$ cat src/rtl/secded_block_codec_if.sv
// Byte-wide data-memory port shared with the datapath through an external arbiter.
// Read data returns the cycle after mem_rd_en.
interface secded_block_codec_if #(
   parameter int ADDR_W = 8
);
   logic [ADDR_W-1:0] mem_addr;
   logic              mem_rd_en;
   logic              mem_wr_en;
   logic [7:0]        mem_wdata;
   logic [7:0]        mem_rdata;

   modport master (output mem_addr, mem_rd_en, mem_wr_en, mem_wdata, input mem_rdata);
   modport slave  (input mem_addr, mem_rd_en, mem_wr_en, mem_wdata, output mem_rdata);
endinterface

$ cat src/rtl/secded_block_codec.sv
// Memory-walking Hamming SECDED engine: reads COUNT words at SRC_BASE, encodes or
// decodes each one, writes the results at DST_BASE, then raises DONE.
module secded_block_codec #(
   parameter int K      = 11,
   parameter int ADDR_W = 8,
   parameter int CNT_W  = 8
) (
   input  logic              CLK,
   input  logic              RESET_N,
   input  logic              START,
   input  logic              MODE,
   input  logic [ADDR_W-1:0] SRC_BASE,
   input  logic [ADDR_W-1:0] DST_BASE,
   input  logic [CNT_W-1:0]  COUNT,
   output logic              DONE,
   output logic [CNT_W-1:0]  single_cnt,
   output logic [CNT_W-1:0]  double_cnt,
   secded_block_codec_if.master mem
);
   function automatic int calc_r(input int k);
      int r;
      r = 1;
      while ((1 << r) < k + r + 1) r = r + 1;
      return r;
   endfunction

   localparam int R   = calc_r(K);
   localparam int N   = K + R + 1;
   localparam int BD  = (K + 7) / 8;
   localparam int BC  = (N + 7) / 8;
   localparam int BO  = (K + 9) / 8;
   localparam int BW  = 8 * BC;
   localparam int OW  = 8 * BO;
   localparam int BIW = $clog2(BC + 1);

   typedef enum logic [2:0] {IDLE, RD, CAP, CALC, WR, NXT, FIN} state_t;

   state_t            state, state_nx;
   logic              mode_q;
   logic [ADDR_W-1:0] src_ptr, dst_ptr;
   logic [CNT_W-1:0]  remain;
   logic [BIW-1:0]    bidx, rd_idx, in_last, out_last;
   logic              rd_vld;
   logic [BW-1:0]     in_buf, out_buf, calc_word;
   logic [N-1:0]      cw;
   logic [R-1:0]      syn;
   logic              par;
   logic [1:0]        status;

   // Data bits sit at every non-power-of-two position from 3 upward.
   function automatic logic [K-1:0] extract(input logic [N-1:0] c);
      logic [K-1:0] d;
      int j;
      d = '0;
      j = 0;
      for (int p = 3; p < N; p++)
         if ((p & (p - 1)) != 0) begin
            d[j] = c[p];
            j++;
         end
      return d;
   endfunction

   function automatic logic [N-1:0] encode(input logic [K-1:0] d);
      logic [N-1:0] c;
      logic         pb;
      int           j;
      c = '0;
      j = 0;
      for (int p = 3; p < N; p++)
         if ((p & (p - 1)) != 0) begin
            c[p] = d[j];
            j++;
         end
      for (int b = 0; b < R; b++) begin
         pb = 1'b0;
         for (int p = 1; p < N; p++)
            if (((p >> b) & 1) != 0) pb = pb ^ c[p];
         c[1 << b] = pb;
      end
      c[0] = ^c;
      return c;
   endfunction

   assign in_last  = mode_q ? BIW'(BC - 1) : BIW'(BD - 1);
   assign out_last = mode_q ? BIW'(BO - 1) : BIW'(BC - 1);

   always_comb begin
      cw  = in_buf[N-1:0];
      par = ^cw;
      syn = '0;
      for (int p = 1; p < N; p++)
         if (cw[p]) syn = syn ^ R'(p);
      status = 2'b00;
      // A syndrome pointing past the codeword cannot be a single flip.
      if (par) begin
         if (int'(syn) < N) begin
            cw[syn] = ~cw[syn];
            status  = 2'b01;
         end else begin
            status = 2'b10;
         end
      end else if (syn != '0) begin
         status = 2'b10;
      end
      calc_word = '0;
      if (mode_q) begin
         calc_word[K-1:0]     = extract(cw);
         calc_word[OW-1 -: 2] = status;
      end else begin
         calc_word[N-1:0] = encode(in_buf[K-1:0]);
      end
   end

   always_ff @(posedge CLK or negedge RESET_N)
      if (!RESET_N) state <= IDLE;
      else          state <= state_nx;

   always_comb begin
      state_nx = state;
      case (state)
         IDLE:    if (START) state_nx = (COUNT == '0) ? FIN : RD;
         RD:      if (bidx == in_last) state_nx = CAP;
         CAP:     state_nx = CALC;
         CALC:    state_nx = WR;
         WR:      if (bidx == out_last) state_nx = NXT;
         NXT:     state_nx = (remain == CNT_W'(1)) ? FIN : RD;
         FIN:     state_nx = IDLE;
         default: state_nx = IDLE;
      endcase
   end

   // Strobes decode straight from state so reset drops them without waiting for a clock.
   always_comb begin
      mem.mem_rd_en = 1'b0;
      mem.mem_wr_en = 1'b0;
      mem.mem_addr  = '0;
      mem.mem_wdata = '0;
      if (state == RD) begin
         mem.mem_rd_en = 1'b1;
         mem.mem_addr  = src_ptr;
      end
      if (state == WR) begin
         mem.mem_wr_en = 1'b1;
         mem.mem_addr  = dst_ptr;
         mem.mem_wdata = out_buf[{bidx, 3'b000} +: 8];
      end
   end

   always_ff @(posedge CLK or negedge RESET_N) begin
      if (!RESET_N) begin
         mode_q     <= 1'b0;
         src_ptr    <= '0;
         dst_ptr    <= '0;
         remain     <= '0;
         bidx       <= '0;
         rd_idx     <= '0;
         rd_vld     <= 1'b0;
         in_buf     <= '0;
         out_buf    <= '0;
         DONE       <= 1'b0;
         single_cnt <= '0;
         double_cnt <= '0;
      end else begin
         rd_vld <= (state == RD);
         rd_idx <= bidx;
         if (rd_vld) in_buf[{rd_idx, 3'b000} +: 8] <= mem.mem_rdata;
         case (state)
            IDLE: if (START) begin
               mode_q     <= MODE;
               src_ptr    <= SRC_BASE;
               dst_ptr    <= DST_BASE;
               remain     <= COUNT;
               bidx       <= '0;
               DONE       <= 1'b0;
               single_cnt <= '0;
               double_cnt <= '0;
            end
            RD: begin
               src_ptr <= src_ptr + 1'b1;
               bidx    <= (bidx == in_last) ? '0 : bidx + 1'b1;
            end
            CALC: begin
               out_buf <= calc_word;
               bidx    <= '0;
               if (mode_q && status == 2'b01 && single_cnt != '1) single_cnt <= single_cnt + 1'b1;
               if (mode_q && status == 2'b10 && double_cnt != '1) double_cnt <= double_cnt + 1'b1;
            end
            WR: begin
               dst_ptr <= dst_ptr + 1'b1;
               bidx    <= (bidx == out_last) ? '0 : bidx + 1'b1;
            end
            NXT:     remain <= remain - 1'b1;
            FIN:     DONE   <= 1'b1;
            default: ;
         endcase
      end
   end
endmodule

$ cat src/flat_wrapper.sv
// flat-port wrapper written by rule: the top's interface ports become plain ports
module secded_block_codec_flat 
#(
   parameter int K      = 11,
   parameter int ADDR_W = 8,
   parameter int CNT_W  = 8
)
  (CLK, RESET_N, START, MODE, SRC_BASE, DST_BASE, COUNT, DONE, single_cnt, double_cnt, mem_mem_addr, mem_mem_rd_en, mem_mem_wr_en, mem_mem_wdata, mem_mem_rdata);
  secded_block_codec_if #(.ADDR_W(ADDR_W)) mem_i ();
  input  logic CLK;
  input  logic RESET_N;
  input  logic START;
  input  logic MODE;
  input  logic [ADDR_W-1:0] SRC_BASE;
  input  logic [ADDR_W-1:0] DST_BASE;
  input  logic [CNT_W-1:0] COUNT;
  output logic DONE;
  output logic [CNT_W-1:0] single_cnt;
  output logic [CNT_W-1:0] double_cnt;
  output wire logic [$bits(mem_i.mem_addr)-1:0] mem_mem_addr;
  output wire logic [$bits(mem_i.mem_rd_en)-1:0] mem_mem_rd_en;
  output wire logic [$bits(mem_i.mem_wr_en)-1:0] mem_mem_wr_en;
  output wire logic [$bits(mem_i.mem_wdata)-1:0] mem_mem_wdata;
  input wire logic [$bits(mem_i.mem_rdata)-1:0] mem_mem_rdata;
  assign mem_mem_addr = mem_i.mem_addr;
  assign mem_mem_rd_en = mem_i.mem_rd_en;
  assign mem_mem_wr_en = mem_i.mem_wr_en;
  assign mem_mem_wdata = mem_i.mem_wdata;
  assign mem_i.mem_rdata = mem_mem_rdata;
  secded_block_codec #(.K(K), .ADDR_W(ADDR_W), .CNT_W(CNT_W)) u_core (.CLK(CLK), .RESET_N(RESET_N), .START(START), .MODE(MODE), .SRC_BASE(SRC_BASE), .DST_BASE(DST_BASE), .COUNT(COUNT), .DONE(DONE), .single_cnt(single_cnt), .double_cnt(double_cnt), .mem(mem_i));
endmodule
$ cat config.mk
export PLATFORM = sky130hd
export DESIGN_NAME = secded_block_codec_flat
export DESIGN_NICKNAME = d
export VERILOG_FILES = /design/src/rtl/secded_block_codec_if.sv /design/src/rtl/secded_block_codec.sv /design/src/flat_wrapper.sv
export SDC_FILE = /design/constraint.sdc
export NUM_CORES = 1
export LEC_CHECK = 0
export BUFFER_PORTS_ARGS = -buffer_cell sky130_fd_sc_hd__buf_2
export CORE_ASPECT_RATIO = 1.4
export CORE_MARGIN = 2
export CORE_UTILIZATION = 41
export DETAILED_ROUTE_END_ITERATION = 8
export PLACE_DENSITY = 0.57
export RECOVER_POWER = 50
export REMOVE_ABC_BUFFERS = 1
export SLEW_MARGIN = 20
export SYNTH_ARGS = -nofsm -noshare
export SYNTH_HDL_FRONTEND = slang
export SYNTH_SLANG_ARGS = --single-unit
$ cat constraint.sdc
create_clock -name CLK -period 3 [get_ports CLK]
set_input_delay 0.3 -clock CLK [delete_from_list [all_inputs] [get_ports CLK]]
set_output_delay 0.3 -clock CLK [all_outputs]
set_load 0.02 [all_outputs]
==> metrics <==
Reg2Reg Depth 7; Tightest Hold Check Type in -> reg; fillcell total 1,170; Post-synth EDFFs 0; ant diodes 0; post-detail-place hpwl 9210 µm; WP buf/inv 0; Crit. End Element flop; r2r startpoint u_core.in_buf[8]; leak pwr 0.00254 µW; Slew Limit Fails 83; num ports 71; violated checks capacitance limit, slew limit; placeable core area 11,700 µm²; final core occ 48.7%; hold depth 3; global-route wire length before repair 20,800 µm; Max clock buf depth 2; post-route clock period utilization 88.5%; crit-path max FO 14; Yosys top cell area share 42.2%; setup violators final 0; total placed cells including tap cells 756; footprint of the multi-input gates 2650 µm²; Slew HR -37.8%; RSZ-0062 raised after global routing false; Slowest cell on crit path xnor3_1; largest net degree at the start of global routing 83; die span in x 96.1 µm; clk_skew 0.00551 ns; remaining routing DRC violations 0; Starting Density 41.6%; top cells by area, synth dfrtp_1, nand2_1, xnor2_1, nor2_1, a21oi_1; CTS root buffer clkbuf_16; Final Hold Fails 0; crit path from u_core.in_buf[8]; Post-Route WL 12,700 µm; Critical Path Max Stage Delay 0.54 ns; GPL Wtd Cong 0.910; Nets 665; clock buffer count from CTS 9; H-tree depth 3; CP Class reg -> reg; Post-CTS Setup Bufs 0; hold endpoint u_core.remain[4]; vias per cell 5.58; Top delay family on crit path XOR/XNOR gates; Critical Path Source Type flop; Yosys reg bits 82; vias in the first global route 4,224; Final Non-Filler Cells 771; Synth cell types 55; min-delay src COUNT[4]; WP data required 3.23 ns; r2r setup slk 0.35 ns; asr flop ratio synth 100%; fin area 5700 µm²; Layout area overhead 17.2%; status complete, but fails checks; Critical Path AT 2.89 ns; RR Endpoint u_core.out_buf[15]; hold_buf cts 0; CTS tree done; Synth Instances 548; Peak supply drop 0.537 mV; Fmax 377 MHz; Reg area 2050 µm²; worst-path cell chain xnor3_1 > xor2_1 > xnor2_1 > a222oi_1 > o21a_2 > a21oi_1 > mux2_2; Vias 4,304; P per Cell Area 1170 nW/µm²; Initial DRC Count 194; Yosys warnings 0; global route overflow 0; die area 12,800 µm²; share of cells above drive strength 1 15.2%; synthesized area per cell 8.88 µm²; dominant cell type by area after synthesis dfrtp_1; clock latency on the worst-skew pair 0.35 ns; worst slew pin tran 2.07 ns; mapped cell area 4870 µm²; PortBufs 70; main flop type after synthesis dfrtp_1; min Tclk post-route 2.65 ns; Fin Setup TNS 0 ns; Max Cap Viol 1; sequential fraction of the synthesis area 42.2%; total track usage 20.9%; Die Y 133 µm; number of placement rows 47; CTS Sinks 82; Cell Area, Placed 5410 µm²; initial antenna violation count 0; wire per inst 16.4 µm; Routed Antenna Nets 0; clk slew on worst S/H paths 0.06 ns; drt first pass iters 4
[state kept, by name, summed over array words and instances, names as in the netlist, 2 cells and up]
register / count
u_core.single_cnt: 8
u_core.remain: 8
u_core.out_buf: 16
u_core.bidx: 2
u_core.in_buf: 16
u_core.rd_idx: 2
u_core.src_ptr: 8
u_core.double_cnt: 8
u_core.dst_ptr: 8
u_core.state: 3
[placed cells by master (no fill, tap or decap), types with 5 or more instances in the layout]
| master | Yosys | final |
|---|---|---|
| nor3b_1 | 7 | 7 |
| and3_1 | 13 | 13 |
| nand3b_1 | 5 | 5 |
| or3_1 | 7 | 7 |
| a21oi_1 | 36 | 36 |
| nor3_1 | 5 | 5 |
| nor4_1 | 6 | 6 |
| buf_2 | 3 | 55 |
| nand2_1 | 84 | 84 |
| clkbuf_1 | 16 | 15 |
| o21ai_0 | 33 | 33 |
| xnor2_1 | 35 | 35 |
| nor2_1 | 52 | 52 |
| buf_4 | 1 | 14 |
| inv_1 | 15 | 15 |
| o22ai_1 | 14 | 14 |
| clkbuf_16 | 0 | 9 |
| a22o_1 | 19 | 19 |
| ha_1 | 9 | 9 |
| nand3_1 | 21 | 21 |
| xor2_1 | 14 | 14 |
| dfrtp_1 | 82 | 82 |
| o31ai_1 | 6 | 6 |
| mux2i_1 | 11 | 11 |
[worst register-to-register path: cells and delay by family (launching register included)]
family	cells	cell delay (ns)
flip-flops	1	0.42
XOR/XNOR	3	1.06
multiplexers	1	0.26
AO/OA/AOI/OAI	3	0.80
[worst max-delay path by stage]
stage | end | slack, ns | depth (start not counted)
after floorplan | u_core.out_buf[15] | 0.57 | 7
after global placement | u_core.out_buf[15] | 0.31 | 7
after detailed placement | u_core.out_buf[15] | 0.26 | 7
after CTS | u_core.out_buf[15] | 0.24 | 7
after global routing | u_core.out_buf[15] | 0.11 | 7
final | u_core.out_buf[15] | 0.35 | 7
[per-stage QoR]
step / worst slack (ns) / hold slack [ns] / total power (µW)
after floorplan: 0.568 / 0.00441 / 4420
after global placement: 0.311 / 0.440 / 5400
after detailed placement: 0.262 / 0.442 / 5440
after CTS: 0.238 / 0.177 / 6680
after global routing: 0.109 / 0.189 / 7180
final: 0.346 / 0.185 / 6680
[cell usage after synthesis (2+ instances only)]
library cell / count
o21ai_0: 33
nand3b_1: 5
o221a_2: 3
or4_1: 3
dfrtp_1: 82
nor4_1: 6
ha_1: 9
buf_2: 3
a211oi_1: 4
a22oi_1: 2
a22o_1: 19
nand4_1: 4
mux2_2: 2
nand3_1: 21
a31oi_1: 2
xnor2_1: 35
nor3_1: 5
o31ai_1: 6
and2_1: 2
a21oi_1: 36
nand2_1: 84
inv_1: 15
clkbuf_1: 16
and3_1: 13
a21o_1: 2
nor3b_1: 7
nand2b_1: 3
xnor3_1: 2
mux2i_1: 11
or3_1: 7
o21a_1: 2
nor2_1: 52
buf_1: 2
o22ai_1: 14
o221ai_1: 3
xor2_1: 14
[metal layers]
metal | vias to the layer above | global-route usage (%) | share of wire [%] | wire (µm)
met5 | - | 0 | 0 | 0
li1 | 2104 | - | - | -
met1 | 2068 | 25.2 | 42 | 5260
met4 | 0 | 10.2 | 3.3 | 415
met2 | 108 | 35.5 | 51 | 6450
met3 | 24 | 3.36 | 4.2 | 526
[area by class of cell]
type	count	share of cell area, %
clock buffers	10	4.19
clock inverters	5	1.38
inverters	15	0.987
multi-input cells	427	46.5
flip-flops and latches	82	36.0
well taps	147	3.22
repair buffers	85	7.74
[timing repair]
action                                  CTS  global route
hold endpoints to repair                  0             0
endpoints found under the setup margin    0             1
gates resized for setup                   0             1
[report_power, final]
part           switching, µW  internal, µW
logic                   2210          1380
clock network            460           746
registers                424          1460
total                   3090          3580
[cells by family (layout without fill, tap and decap cells)]
| logic type | count (synthesis) | in the layout | synth area share, % |
|---|---|---|---|
| xor gates and xnor gates | 54 | 54 | 10.9 |
| AOI/OAI and AO/OA | 136 | 136 | 18.1 |
| buffers and inverters | 39 | 115 | 3.34 |
| and+or+nand+nor | 215 | 215 | 20.4 |
| adders and majority gates | 9 | 9 | 2.31 |
| muxes | 13 | 13 | 2.73 |
| DFF | 82 | 82 | 42.2 |
Power figures use the tool's default switching activity.
